## src/rtl/instr_fetch_reg_if.sv

```systemverilog
// Fetch-stage bundle: instruction-memory handshake, redirect input and the
// instruction-register outputs consumed by the immediate sign-extender.
interface instr_fetch_reg_if;
    logic        mem_req;
    logic [63:0] mem_addr;
    logic        mem_ack;
    logic [31:0] mem_rdata;
    logic        consume;
    logic        redirect;
    logic [63:0] redirect_pc;
    logic        instr_valid;
    logic [31:0] Instr31_0;
    logic [2:0]  InstrType;
    logic [63:0] pc_out;
    logic        fetch_err;

    modport master (
        output mem_req, mem_addr, instr_valid, Instr31_0, InstrType, pc_out, fetch_err,
        input  mem_ack, mem_rdata, consume, redirect, redirect_pc
    );

    modport slave (
        input  mem_req, mem_addr, instr_valid, Instr31_0, InstrType, pc_out, fetch_err,
        output mem_ack, mem_rdata, consume, redirect, redirect_pc
    );
endinterface

```

## src/rtl/instr_fetch_reg.sv

```systemverilog
// Instruction fetch stage: owns the PC, fetches one instruction at a time over req/ack,
// holds it with its immediate-format code until consumed, and accepts PC redirects.
module instr_fetch_reg #(
    parameter logic [63:0] RESET_PC       = 64'h0,
    parameter int unsigned TIMEOUT_CYCLES = 15
) (
    input  logic              clock,
    input  logic              reset,
    instr_fetch_reg_if.master bus
);

    typedef enum logic [1:0] {
        IDLE  = 2'd0,
        FETCH = 2'd1,
        HOLD  = 2'd2,
        ERROR = 2'd3
    } state_t;

    localparam logic [31:0] TIMEOUT_LAST = 32'(TIMEOUT_CYCLES - 1);

    state_t      state_q;
    logic [63:0] pc_q;
    logic [31:0] timeout_q;
    logic [31:0] instr_q;
    logic [2:0]  instr_type_q;
    logic [63:0] pc_out_q;
    logic        instr_valid_q;
    logic        fetch_err_q;
    logic [2:0]  instr_type_d;

    // Immediate-format code from the opcode field; non-32-bit encodings fall to "none".
    function automatic logic [2:0] decode_type(input logic [31:0] word);
        logic [2:0] code;
        case (word[6:0])
            7'b1100011: code = 3'b000;
            7'b0100011: code = 3'b001;
            7'b0000011: code = 3'b010;
            7'b0010011: code = 3'b011;
            7'b1100111: code = 3'b100;
            default:    code = 3'b111;
        endcase
        return code;
    endfunction

    // Decode the incoming memory word so it lands in the register alongside the instruction.
    always_comb begin
        instr_type_d = decode_type(bus.mem_rdata);
    end

    // Fetch FSM with PC, timeout counter and the instruction register.
    always_ff @(posedge clock or posedge reset) begin
        if (reset) begin
            state_q       <= IDLE;
            pc_q          <= RESET_PC;
            timeout_q     <= 32'd0;
            instr_q       <= 32'd0;
            instr_type_q  <= 3'b111;
            pc_out_q      <= 64'd0;
            instr_valid_q <= 1'b0;
            fetch_err_q   <= 1'b0;
        end else if (bus.redirect) begin
            // Redirect wins over any ack or consume arriving in the same cycle.
            instr_valid_q <= 1'b0;
            if (bus.redirect_pc[1:0] == 2'b00) begin
                pc_q        <= bus.redirect_pc;
                fetch_err_q <= 1'b0;
                timeout_q   <= 32'd0;
                state_q     <= FETCH;
            end else begin
                fetch_err_q <= 1'b1;
                state_q     <= ERROR;
            end
        end else begin
            case (state_q)
                IDLE: begin
                    timeout_q <= 32'd0;
                    state_q   <= FETCH;
                end
                FETCH: begin
                    if (bus.mem_ack) begin
                        instr_q       <= bus.mem_rdata;
                        instr_type_q  <= instr_type_d;
                        pc_out_q      <= pc_q;
                        pc_q          <= pc_q + 64'd4;
                        instr_valid_q <= 1'b1;
                        state_q       <= HOLD;
                    end else if (timeout_q == TIMEOUT_LAST) begin
                        fetch_err_q <= 1'b1;
                        state_q     <= ERROR;
                    end else begin
                        timeout_q <= timeout_q + 32'd1;
                    end
                end
                HOLD: begin
                    if (bus.consume) begin
                        instr_valid_q <= 1'b0;
                        timeout_q     <= 32'd0;
                        state_q       <= FETCH;
                    end else begin
                        state_q <= HOLD;
                    end
                end
                ERROR: begin
                    fetch_err_q   <= 1'b1;
                    instr_valid_q <= 1'b0;
                end
                default: begin
                    state_q <= IDLE;
                end
            endcase
        end
    end

    assign bus.mem_req     = (state_q == FETCH);
    assign bus.mem_addr    = pc_q;
    assign bus.instr_valid = instr_valid_q;
    assign bus.Instr31_0   = instr_q;
    assign bus.InstrType   = instr_type_q;
    assign bus.pc_out      = pc_out_q;
    assign bus.fetch_err   = fetch_err_q;

endmodule

```

## src/flat_wrapper.sv

```systemverilog
// flat-port wrapper written by rule: the top's interface ports become plain ports
module instr_fetch_reg_flat 
#(
    parameter logic [63:0] RESET_PC       = 64'h0,
    parameter int unsigned TIMEOUT_CYCLES = 15
)
  (clock, reset, bus_mem_req, bus_mem_addr, bus_instr_valid, bus_Instr31_0, bus_InstrType, bus_pc_out, bus_fetch_err, bus_mem_ack, bus_mem_rdata, bus_consume, bus_redirect, bus_redirect_pc);
  instr_fetch_reg_if bus_i ();
  input  logic clock;
  input  logic reset;
  output wire logic [$bits(bus_i.mem_req)-1:0] bus_mem_req;
  output wire logic [$bits(bus_i.mem_addr)-1:0] bus_mem_addr;
  output wire logic [$bits(bus_i.instr_valid)-1:0] bus_instr_valid;
  output wire logic [$bits(bus_i.Instr31_0)-1:0] bus_Instr31_0;
  output wire logic [$bits(bus_i.InstrType)-1:0] bus_InstrType;
  output wire logic [$bits(bus_i.pc_out)-1:0] bus_pc_out;
  output wire logic [$bits(bus_i.fetch_err)-1:0] bus_fetch_err;
  input wire logic [$bits(bus_i.mem_ack)-1:0] bus_mem_ack;
  input wire logic [$bits(bus_i.mem_rdata)-1:0] bus_mem_rdata;
  input wire logic [$bits(bus_i.consume)-1:0] bus_consume;
  input wire logic [$bits(bus_i.redirect)-1:0] bus_redirect;
  input wire logic [$bits(bus_i.redirect_pc)-1:0] bus_redirect_pc;
  assign bus_mem_req = bus_i.mem_req;
  assign bus_mem_addr = bus_i.mem_addr;
  assign bus_instr_valid = bus_i.instr_valid;
  assign bus_Instr31_0 = bus_i.Instr31_0;
  assign bus_InstrType = bus_i.InstrType;
  assign bus_pc_out = bus_i.pc_out;
  assign bus_fetch_err = bus_i.fetch_err;
  assign bus_i.mem_ack = bus_mem_ack;
  assign bus_i.mem_rdata = bus_mem_rdata;
  assign bus_i.consume = bus_consume;
  assign bus_i.redirect = bus_redirect;
  assign bus_i.redirect_pc = bus_redirect_pc;
  instr_fetch_reg #(.RESET_PC(RESET_PC), .TIMEOUT_CYCLES(TIMEOUT_CYCLES)) u_core (.clock(clock), .reset(reset), .bus(bus_i));
endmodule
```

## config.mk

```make
export PLATFORM = sky130hd
export DESIGN_NAME = instr_fetch_reg_flat
export DESIGN_NICKNAME = d
export VERILOG_FILES = /design/src/rtl/instr_fetch_reg_if.sv /design/src/rtl/instr_fetch_reg.sv /design/src/flat_wrapper.sv
export SDC_FILE = /design/constraint.sdc
export NUM_CORES = 1
export LEC_CHECK = 0
export BUFFER_PORTS_ARGS = -buffer_cell sky130_fd_sc_hd__buf_4
export CELL_PAD_IN_SITES_DETAIL_PLACEMENT = 0
export CELL_PAD_IN_SITES_GLOBAL_PLACEMENT = 1
export CORE_ASPECT_RATIO = 1.75
export CORE_MARGIN = 3
export CORE_UTILIZATION = 43
export CTS_CLUSTER_DIAMETER = 60
export DETAILED_ROUTE_END_ITERATION = 10
export GPL_TIMING_DRIVEN = 0
export PLACE_DENSITY_LB_ADDON = 0.1
export SETUP_SLACK_MARGIN = 0.4
export SYNTH_ARGS = -nofsm -noshare
export SYNTH_HDL_FRONTEND = slang
export SYNTH_SLANG_ARGS = --single-unit
```

## constraint.sdc

```tcl
create_clock -name clock -period 10.6 [get_ports clock]
set_clock_uncertainty 0.1 [all_clocks]
set_input_delay 1.06 -clock clock [delete_from_list [all_inputs] [get_ports clock]]
set_output_delay 1.06 -clock clock [all_outputs]
set_load 0.02 [all_outputs]
```

After elaboration in Yosys (flattened, before gate mapping) --
Cells that the tools add are included.
Storage, ports and cells: register bits 199, bits of input ports 101, logic and storage cells 66
Cells by class: $add $sub $neg 2, equality and inequality tests 16, mux-type cells 26, bitwise logic cells 1, reduce and logical (&&, ||, !) cells 13
Operators with widths (count):
- 64-bit two-way mux | 4
- 32-bit two-way mux | 5
- 32-bit one-hot mux with 3 select lines | 1
- 64-bit by 3-bit adder with 64-bit output (second input constant) | 1
- 32-bit by 1-bit adder with 32-bit output (second input constant) | 1
- 32-bit by 4-bit == test with 1-bit output (second input constant) | 1
- 3-bit one-hot mux with 5 select lines | 1
- 7-bit == test (second input constant) | 2
- 3-bit AND reduction | 4
- 2-bit two-way mux | 5
- 4-bit nonzero test | 2
- 7-bit by 2-bit == test with 1-bit output (second input constant) | 1
- 7-bit by 5-bit == test with 1-bit output (second input constant) | 1
- 7-bit by 6-bit == test with 1-bit output (second input constant) | 1
- 1-bit two-way mux | 7
- 3-bit by 1-bit inequality test with 1-bit output (second input constant) | 2
- 3-bit inequality test (second input constant) | 2
- 2-bit one-hot mux with 3 select lines | 1
- 5-bit AND reduction | 1
- 2-bit == test (second input constant) | 2
- 2-bit logical NOT | 2
- 4-bit by 1-bit inequality test with 1-bit output (second input constant) | 1
- 2-bit nonzero test | 2
- 3-bit by 2-bit inequality test with 1-bit output (second input constant) | 1
- 7 further kinds | 7

Logic depth before layout (Yosys ltp) --
Gate-level depths: netlist (run 1).
depth after elaboration 5, mapped depth 9

Worst setup path before layout (run 1) --
No wires, ideal clock.
path kind input to register, start point input port bus_redirect, end point register u_core.timeout_q[31], library setup time 0.082 ns, arrival 2.680 ns, data required time 10.418 ns, slack 7.738 ns, stages on the path 6, buffers on the path 1, path through nand2b_1 > or4_1 > a21oi_1 > clkbuf_1 > o31ai_1 > a31oi_1
Between the ends: word-level cells in the longest chain between the ends 2, elaborated cells on any way between the ends 7, those cells by class 4 x eq/ne; 1 x mux; 2 x reduce/logical
RTL lines:
- start, declared | RTL line flat_wrapper.sv:21 | input wire logic [$bits(bus_i.redirect)-1:0] bus_redirect;
- 3-bit inequality test (no line), or another cell as far along
- 5-bit AND reduction (no line)
- end signal, assigned | RTL line instr_fetch_reg.sv:91 | timeout_q <= timeout_q + 32'd1;
- end, declared | RTL line instr_fetch_reg.sv:23 | logic [31:0] timeout_q;
Several ways; a longest one is shown, not always the timed one. A chain may end at the register's enable or synchronous reset.

Final worst setup path (run 1) --
start point register u_core.state_q[1], end point register u_core.timeout_q[31]
Between the ends: word-level cells in the longest chain between the ends 3, elaborated cells on any way between the ends 10, those cells by class 5 x eq/ne; 2 x mux; 3 x reduce/logical
RTL lines:
- start, declared | RTL line instr_fetch_reg.sv:21 | state_t state_q;
- start signal, assigned | RTL line instr_fetch_reg.sv:53 | state_q <= IDLE;
- start signal, assigned | RTL line instr_fetch_reg.sv:68 | state_q <= FETCH;
- start signal, assigned | RTL line instr_fetch_reg.sv:71 | state_q <= ERROR;
- 2-bit by 1-bit == test with 1-bit output, or another cell as far along | RTL line instr_fetch_reg.sv:74 | case (state_q)
- 3-bit inequality test (no line), or another cell as far along
- 5-bit AND reduction (no line) or 32-bit two-way mux (tied branches)
Several ways; a longest one is shown, not always the timed one.

==> impl_metrics.yaml, run 1 <==
status:
  outcome: "complete, no violations"
grt:
  antenna_found_initial: 0
  grt_pass1_wl_um: 62430
  grt_use_total: 0.3186
  first_global_vias: 10668
  grt_max_degree: 122
  overflow: 0
layout:
  area_growth_pct: 28.95
  regArea_um2: 4984
  num-nets-final: 1626
  fin_util: 0.5624
  nFillCells: 2397
  multiInputGateArea_um2: 5069
  diodes: 0
  fin_area_um2: 13510
  fin_cells: 1839
  drive_above_1_share: 0.2208
yosys:
  netlist.area_leader.share: 0.4681
  synth_flop_cell: "dfrtp_1"
  synthAdderAreaFrac: 0.008359
  yosys.area_share.simple: 0.3223
  synth_xor_area_frac: 0.001672
  synth_top_cell_by_area: "dfrtp_1"
  synthMuxAreaShare: 0.01158
  async_flop_share: 1.000
  synth_area_leaders: "dfrtp_1, nand2_1, nand3_1"
  yosysUniqueCellTypes: 80
  synth_seq_cells: 199
  netlist_instances: 1231
  synth_top_family_by_area: "simple AND/OR/NAND/NOR gates"
  synth-compound-area-share: 0.1398
  synth_area_um2: 10480
  synth-warning-count: 0
  syn-num-nets: 1339
  synth.avg_cell_area_um2: 8.511
  ys_seq_area_frac: 0.4756
  synth_edf_count: 0
routing:
  ant_nets: 0
  drt-vias-per-instance: 5.897
  first_iter_violations: 972
  drcViolationCount: 0
  routed_wl_um: 41820
  first_pass_iters: 5
  vias: 10845
  drt-wirelength-per-cell_um: 22.74
min_path:
  hold_class: "reg -> reg"
  hold_end: "u_core.bus.InstrType[0]"
  hold_depth: 2
  min_from: "u_core.bus.InstrType[0]"
sta:
  tightest_slew_ps: 1246
  period_needed_ps: 3408
  slew_violations: 0
  slew_headroom: 0.1614
  clock.fmax_mhz: 293.5
  setup_viol: 0
  hold_violations: 0
  min_period_over_period: 0.3215
  rsz0062_at_grt: "no"
  setup-tns-final_ps: 0
setup_path:
  critPathMaxStageDelay_ps: 720
  r2r_cells: 8
  crit-reg2reg-launch: "u_core.state_q[1]"
  worst_setup_path_start_kind: "flop"
  crit_path_max_fanout: 10
  worstSetupPathType: "reg -> reg"
  cp_data_required_time_ps: 10880
  crit_path_end_kind: "flop"
  r2r_slack_ps: 7190
  critical_path.slowest_cell: "a21oi_1"
  crit_chain: "inv_1, ha_1, nand2b_1, or4_1, a21oi_1, clkbuf_1, o31ai_1, a31oi_1"
  worst_ep_arrival_time_ps: 3680
  r2r_end: "u_core.timeout_q[31]"
clock_tree:
  htreeDepth: 4
  cts_resized: 0
  cts_root_buffer: "clkbuf_16"
  clkTransAtPathRegs_ps: 70
  cts_tree: "yes"
  cts_setup_buffers: 0
  hold_buffers: 0
  numCtsBuffers: 17
  cts_buffer_depth: 2
  clock_sinks: 199
  clk_latency_ps: 460
placement:
  place.detailed.hpwl_um: 31400
  dpl-instance-area_um2: 12900
  gp_routability_congestion: 0.9793
  portBuffers: 266
  placedCellCount: 1807
pwr:
  ir_drop_mv: 0.1514
  leakage_nw: 6.343
  cellPowerDensity_nw_per_um2: 245.8
  p_total_mw: 3.320
die:
  coreArea_um2: 24020
  chipWidth_um: 124
  initial_utilization: 0.4361
  die_area_um2: 26350
  rows: 75
  pin_count: 267
  die_h_um: 212.5
flow_run:
  drv_cap: 0
==> state kept, by name, indices dropped and copies added (netlist names) <==
register,cells
u_core.bus.mem_addr,64
u_core.bus.pc_out,64
u_core.bus.Instr31_0,32
u_core.timeout_q,32
u_core.bus.InstrType,3
u_core.state_q,2
u_core.bus.fetch_err,1
u_core.bus.instr_valid,1
==> worst max path at each step <==
stage | start | to | slack [ps] | depth (start not counted)
6_report | u_core.state_q[1] | u_core.timeout_q[31] | 7190 | 8
5_1_grt | u_core.state_q[1] | u_core.timeout_q[29] | 7040 | 8
4_1_cts | u_core.state_q[1] | u_core.timeout_q[31] | 7250 | 8
3_5_place_dp | bus_redirect | u_core.bus.mem_addr[24] | 6830 | 7
3_3_place_gp | reset | u_core.bus.pc_out[23] | 1270 | 2
2_1_floorplan | reset | u_core.bus.Instr31_0[0] | 4020 | 1
==> critical path: cells and delay by family, from the launching register on <==
kind	cells	cell delay [ps]
buf+inv	2	600
compound gates	3	1070
fa+ha+maj	1	330
simple gates	2	800
flops	1	430
==> cell usage after synthesis (8+ instances only) <==
library cell,number
a211oi_1,10
a21oi_1,43
a22oi_1,8
a31oi_1,9
and2_1,9
and3_1,24
and4_1,13
clkbuf_1,65
dfrtp_1,196
inv_1,18
mux2i_1,11
nand2_1,343
nand3_1,62
nand4_1,40
nor2_1,65
nor3_1,37
nor4_1,21
o211ai_1,10
o21ai_0,51
o22ai_1,14
o31ai_1,8
or3_1,18
or4_1,15
==> layout by cell type, fill, tap and decap left out, drive strengths merged, types with 25 or more instances in the layout <==
| cell type | count |
|---|---|
| clkbuf | 91 |
| nand3 | 62 |
| nor2 | 65 |
| and3 | 28 |
| buf | 278 |
| nand4 | 43 |
| dfrtp | 196 |
| nor4 | 25 |
| o21ai | 52 |
| nand2 | 343 |
| a21oi | 43 |
| nor3 | 40 |
==> cells by family (layout without fill, tap and decap cells) <==
logic type / count (synthesis) / count (layout)
simple gates: 696 / 696
compound gates: 218 / 218
flops: 199 / 199
buf+inv: 97 / 397
mux: 12 / 12
fa+ha+maj: 7 / 7
xor+xnor: 2 / 2
==> routing by layer <==
metal / track usage / routed length, um
met2: 0.5588 / 21890
met4: 0.2050 / 2918
met3: 0.07293 / 2862
met5: 0 / 0
met1: 0.3361 / 14150
==> power by group <==
group | switching, mW | total, mW | internal [mW] | leakage [nW]
clock | 0.308 | 0.689 | 0.382 | 0.301
sequential | 0.227 | 1.24 | 1.01 | 2.48
combinational | 0.849 | 1.39 | 0.544 | 3.56
total | 1.38 | 3.32 | 1.94 | 6.34
==> layout make-up <==
cell class | count | share of cell area
clock buffers | 23 | 0.03686
plain buffers | 79 | 0.02649
inverters | 18 | 0.005557
repair buffers | 268 | 0.1502
clock inverters | 9 | 0.008335
multi-input cells | 935 | 0.3752
well taps | 308 | 0.02852
flip-flops and latches | 199 | 0.3689
==> per-stage QoR <==
stage,worst slack [ps],hold slack (ps)
2_1_floorplan,4019,347.3
3_3_place_gp,1274,345.6
3_5_place_dp,6834,355.6
4_1_cts,7245,366.4
5_1_grt,7042,395.0
6_report,7192,363.2
(Power assumes the default switching activity.)
==> inputs of run 2 (changes only) <==
--- a/config.mk
+++ b/config.mk
@@ -10,7 +10,7 @@
 export CELL_PAD_IN_SITES_GLOBAL_PLACEMENT = 1
 export CORE_ASPECT_RATIO = 1.75
 export CORE_MARGIN = 3
-export CORE_UTILIZATION = 43
+export CORE_UTILIZATION = 40
 export CTS_CLUSTER_DIAMETER = 60
 export DETAILED_ROUTE_END_ITERATION = 10
 export GPL_TIMING_DRIVEN = 0
==> constraint.sdc (replaced) <==
create_clock -name clock -period 3.2 [get_ports clock]
set_clock_uncertainty 0.1 [all_clocks]
set_input_delay 0.32 -clock clock [delete_from_list [all_inputs] [get_ports clock]]
set_output_delay 0.32 -clock clock [all_outputs]
set_load 0.02 [all_outputs]
==> run 2 against run 1 <==
Register-to-register slack got worse by 6800 ps. Via count increased by 2.2%. Critical endpoint is now u_core.bus.mem_addr[54]. Worst hold slack got worse by 350 ps. Critical path depth decreased by 2. Sequential power increased to 3.3 times the previous value. Cell count increased by 3.4%. Cell area increased by 5.2%. Global-route usage decreased by 1.2 points.
==> impl_metrics.yaml, run 2 (synthesis results as in run 1) <==
status:
  outcome: "complete, no violations"
die:
  initial_utilization: 0.4104
  rows: 77
  die_h_um: 220.1
  chipWidth_um: 128.3
  pin_count: 267
  die_area_um2: 28250
  coreArea_um2: 25530
setup_path:
  r2r_slack_ps: 380
  critPathCapture: "u_core.bus.mem_addr[54]"
  r2r_cells: 6
  crit-reg2reg-launch: "u_core.bus.mem_addr[2]"
  crit_path_start: "u_core.bus.mem_addr[2]"
  crit_path_max_fanout: 7
  cp_data_required_time_ps: 3470
  worstSetupPathType: "reg -> reg"
  r2r_end: "u_core.bus.mem_addr[54]"
  worst_ep_arrival_time_ps: 3090
  crit_path_end_kind: "flop"
  worst_setup_path_start_kind: "flop"
grt:
  antenna_found_initial: 0
  top_usage_layer: "met2"
  grtUsageMet3: 0.06573
  grt_use_met1: 0.3206
  grt_pass1_wl_um: 65410
  grt_use_total: 0.3068
  met2_usage: 0.5585
  grt_max_degree: 38
  first_global_vias: 11197
  overflow: 0
pwr:
  p_comb_frac: 0.429
  cellPowerDensity_nw_per_um2: 778.0
  ir_drop_mv: 0.4514
  power_frac_seq: 0.370
  clock_power_share: 0.201
  swShare: 0.4267
  power_switching_mw: 4.718
  p_int_mw: 6.339
  leakage_nw: 6.742
routing:
  ant_nets: 0
  drcViolationCount: 0
  vias: 11088
  drt-wirelength-per-cell_um: 22.92
  routed_wl_um: 43570
  drt-vias-per-instance: 5.833
  first_pass_iters: 5
  first_iter_violations: 714
clock_tree:
  cts_tree: "yes"
  numCtsBuffers: 17
  htreeDepth: 4
  clk_latency_ps: 460
  clock_sinks: 199
  cts_root_buffer: "clkbuf_16"
  clkTransAtPathRegs_ps: 80
  cts_buffer_depth: 2
sta:
  setup_viol: 0
  clock.fmax_mhz: 354.5
  layout_setup_ws_ps: 379.4
  min_period_over_period: 0.8814
  tightest_slew_ps: 1133
  period_needed_ps: 2821
  slew_violations: 0
  rsz0062_at_grt: "yes"
  hold_violations: 0
  slew_headroom: 0.2248
layout:
  fin_util: 0.5566
  layout_common_cells: "nand2_1, buf_4, dfrtp_1, nor2_1, nand3_1"
  diodes: 0
  fin_area_um2: 14210
  num-nets-final: 1680
  final_common_cell: "nand2_1"
  area_growth_pct: 35.63
  drive_above_1_share: 0.2448
placement:
  place.detailed.hpwl_um: 32410
  dp_slack_ps: -91.46
  dpl-instance-area_um2: 12980
  gp_routability_congestion: 0.9846
  portBuffers: 266
flow_run:
  drv_cap: 0
min_path:
  hold_class: "in -> reg"
run 2: how the worst min path moves through the flow:
stage,startpoint,slack (ps),depth (start not counted),to
floorplan,bus_mem_rdata[0],330,2,u_core.bus.Instr31_0[0]
global placement,u_core.bus.InstrType[0],360,2,u_core.bus.InstrType[0]
detailed placement,u_core.bus.Instr31_0[30],360,2,u_core.bus.Instr31_0[30]
CTS,bus_redirect_pc[49],0.3,3,u_core.bus.mem_addr[49]
global route,bus_redirect_pc[49],20,3,u_core.bus.mem_addr[49]
finish,bus_redirect_pc[49],20,3,u_core.bus.mem_addr[49]
run 2: stage by stage:
stage                     hold slack (ps)  setup TNS [ps]  instances  power, mW
after floorplan                     325.4               0       1231      6.517
after global placement              358.2         -256030       1813      8.724
after detailed placement            363.7          -475.3       1818      8.795
after CTS                          0.3166               0       1892      11.10
after global routing                24.82               0       1901      11.66
final                               17.03               0       1901      11.06
run 2: timing repair:
item | in CTS | in global routing
pin swaps | 4 | 2
buffers inserted | 3 | 9
resized for setup | 29 | 22
hold endpoints to repair | 68 | 0
endpoints found under the setup margin | 167 | 76
hold buffers | 39 | 0
run 2: cell type report:
| type | instances | area, um2 |
|---|---|---|
| Fill cell | 2429 | 11320 |
| Timing Repair Buffer | 322 | 2577 |
| Tap cell | 316 | 395.4 |
| Multi-Input combinational cell | 935 | 5215 |
| Inverter | 18 | 71.32 |
| Sequential cell | 199 | 4984 |
| Buffer | 79 | 387.9 |
| Clock inverter | 14 | 141.4 |
| Clock buffer | 18 | 439.2 |
run 2: power groups by stage:
stage	Sequential, mW	Combinational (mW)	Clock (mW)
2_1_floorplan	4.95	1.57	0
3_3_place_gp	4.11	4.61	0
3_5_place_dp	4.12	4.67	0
4_1_cts	4.09	4.75	2.26
5_1_grt	4.20	5.12	2.34
6_report	4.09	4.75	2.22
run 2: per-layer routing:
metal | part of all wire | vias to the layer above
met2 | 0.53 | 468
li1 | - | 5090
met3 | 0.065 | 131
met1 | 0.34 | 5399
met5 | 0 | -
met4 | 0.060 | 0
run 2: worst max-delay path: stages, from the launching register on:
cell and delay, ps:
dfrtp_1 470, ha_1 250, nand3_1 250, nor3_4 460
nand3_1 340, or4_1 620, a211oi_1 250
==> inputs of run 3 (changes only) <==
--- a/config.mk
+++ b/config.mk
@@ -5,12 +5,13 @@
 export SDC_FILE = /design/constraint.sdc
 export NUM_CORES = 1
 export LEC_CHECK = 0
+export ABC_AREA = 1
 export BUFFER_PORTS_ARGS = -buffer_cell sky130_fd_sc_hd__buf_4
 export CELL_PAD_IN_SITES_DETAIL_PLACEMENT = 0
 export CELL_PAD_IN_SITES_GLOBAL_PLACEMENT = 1
 export CORE_ASPECT_RATIO = 1.75
 export CORE_MARGIN = 3
-export CORE_UTILIZATION = 40
+export CORE_UTILIZATION = 38
 export CTS_CLUSTER_DIAMETER = 60
 export DETAILED_ROUTE_END_ITERATION = 10
 export GPL_TIMING_DRIVEN = 0
==> run 3 against run 2 <==
Synthesized cell count is 36% higher. Cell count rose by 26%. Largest cell class unchanged. Critical path type unchanged. Via count is 8.4% higher. Largest power group unchanged. Highest routed layer unchanged.
==> impl_metrics.yaml, run 3 <==
layout:
  drive_above_1_share: 0.1716
  nFillCells: 3083
  layout_common_cells: "nand2_1, buf_4, nor2_1, dfrtp_1, inv_1"
  fin_area_um2: 14800
  num-nets-final: 2106
  area_growth_pct: 30.35
  fin_util: 0.5036
  final_common_cell: "nand2_1"
routing:
  routed_wl_um: 47500
  drt-vias-per-instance: 5.023
  vias: 12024
  first_iter_violations: 548
  first_pass_iters: 5
  ant_nets: 0
  drt-wirelength-per-cell_um: 19.84
  drcViolationCount: 0
setup_path:
  worst_ep_arrival_time_ps: 2890
  r2r_cells: 10
  crit_path_max_fanout: 10
  crit-reg2reg-launch: "u_core.state_q[1]"
  crit_path_start: "u_core.state_q[1]"
  crit_path_end_kind: "flop"
  worstSetupPathType: "reg -> reg"
  r2r_end: "u_core.bus.pc_out[54]"
  cp_data_required_time_ps: 3470
  worst_setup_path_start_kind: "flop"
  critPathCapture: "u_core.bus.pc_out[54]"
  r2r_slack_ps: 580
yosys:
  async_flop_share: 1.000
  synth_area_leaders: "dfrtp_1, nand2_1, nor2_1"
  ys_seq_area_frac: 0.4389
  yosysUniqueCellTypes: 38
  synth_flop_cell: "dfrtp_1"
  netlist.area_leader.share: 0.4320
  synth_seq_cells: 199
  synth_top_cell_by_area: "dfrtp_1"
  syn-num-nets: 1787
  synth_area_um2: 11350
  synth.avg_cell_area_um2: 6.763
  synth-warning-count: 0
  synth_edf_count: 0
  synthTopCellsByCount: "nand2_1, nor2_1, dfrtp_1, inv_1, o21ai_0"
  netlist_instances: 1679
  synth.most_common_cell: "nand2_1"
clock_tree:
  cts_tree: "yes"
  cts_resized: 0
  cts_setup_buffers: 0
  clk_latency_ps: 450
  cts_buffer_depth: 2
  cts_root_buffer: "clkbuf_16"
  clock_sinks: 199
  numCtsBuffers: 17
  htreeDepth: 4
  clkTransAtPathRegs_ps: 70
sta:
  min_period_over_period: 0.8196
  slew_violations: 0
  period_needed_ps: 2623
  tightest_slew_ps: 816.6
  slew_headroom: 0.4556
  rsz0062_at_grt: "no"
  clock.fmax_mhz: 381.3
  hold_violations: 0
  setup_viol: 0
grt:
  antenna_found_initial: 1
  grt_max_degree: 41
  overflow: 0
  grt_pass1_wl_um: 71150
  grtUsageMet3: 0.03985
  met2_usage: 0.5696
  first_global_vias: 12219
  grt_use_total: 0.2982
  grt_use_met1: 0.2884
  top_usage_layer: "met2"
die:
  chipWidth_um: 136.7
  initial_utilization: 0.3864
  coreArea_um2: 29390
  die_area_um2: 32070
  rows: 83
  pin_count: 267
  die_h_um: 234.7
placement:
  portBuffers: 266
  dpl-instance-area_um2: 13930
  place.detailed.hpwl_um: 38700
  gp_routability_congestion: 0.9957
status:
  outcome: "complete, no violations"
pwr:
  cellPowerDensity_nw_per_um2: 855.8
  ir_drop_mv: 0.4042
  leakage_nw: 7.422
min_path:
  hold_class: "in -> reg"
flow_run:
  drv_cap: 0
-- run 3: changes by cell type in the layout (fill, tap and decap cells not counted), moves of 18 or more --
cell	before	now
a21oi_1	42	23
and3_1	24	0
inv_1	17	159
nand2_1	342	636
nand3_1	61	101
nor2_1	63	242
nor3_1	35	16
o21ai_0	51	133
or3_1	18	0
-- run 3: how the worst min path moves through the flow --
stage | startpoint | endpoint | slack (ps) | cells past startpoint
global route | bus_redirect_pc[3] | u_core.bus.mem_addr[3] | 40 | 3
finish | bus_redirect_pc[3] | u_core.bus.mem_addr[3] | 50 | 3
detailed placement | reset | u_core.timeout_q[4] | 340 | 2
floorplan | bus_mem_rdata[0] | u_core.bus.Instr31_0[0] | 330 | 2
global placement | u_core.bus.Instr31_0[30] | u_core.bus.Instr31_0[30] | 360 | 2
CTS | bus_redirect_pc[3] | u_core.bus.mem_addr[3] | 30 | 3
-- run 3: repair_timing --
action	CTS	global route
hold buffers	29	0
endpoints found under the hold margin	49	0
endpoints found under the setup margin	0	0
-- run 3: power by group --
group	total (mW)	switching (mW)	internal, mW
registers	4.64	1.14	3.50
logic	5.81	3.65	2.16
clock network	2.22	1.03	1.19
total	12.7	5.83	6.84
-- run 3: worst max-delay path: stages (launching register included) --
cell     delay, ps
dfrtp_1        400
inv_1           80
ha_1           220
buf_4          180
inv_2          100
nor2_4          60
nand2_4        200
buf_2          320
buf_1          650
nand2_1        100
o21ai_0        110
-- run 3: layout make-up --
cell class                 instances  area [um2]  area share
antenna                            1       2.502   0.0001691
buffer                            55       242.7     0.01640
clock buffer                      23       457.9     0.03094
clock inverter                     9       116.4    0.007862
inverter                         164       619.3     0.04185
multi-input combinational       1261        5513      0.3725
sequential                       199        4984      0.3367
tap                              382       478.0     0.03229
timing repair buffer             300        2387      0.1613
-- run 3: metrics by stage --
step	setup TNS [ps]	power [mW]	hold slack (ps)	std cells	worst slack (ps)
after floorplan	0	7.513	329.6	1679	208.1
after global placement	-239930	10.42	363.5	2327	-1260
after detailed placement	0	10.50	339.4	2332	567.2
after CTS	0	12.77	30.73	2393	570.3
after global routing	0	13.45	44.33	2394	439.1
final	0	12.67	47.14	2394	577.4
-- run 3: cell families (layout without fill, tap and decap cells) --
kind of cell / after synthesis / after routing / synth area share
AOI/OAI and AO/OA: 187 / 187 / 0.08628
xor gates and xnor gates: 23 / 23 / 0.01774
adders and majority gates: 7 / 7 / 0.007713
buffers and inverters: 219 / 551 / 0.07559
DFF: 199 / 199 / 0.4389
other: 0 / 1 / 0
and+or+nand+nor: 1044 / 1044 / 0.3738
-- run 3: layer usage --
layer / share of wire / wire length [um]
met1: 0.34 / 16010
met2: 0.55 / 26230
met5: 0 / 0
met3: 0.035 / 1651
met4: 0.076 / 3602
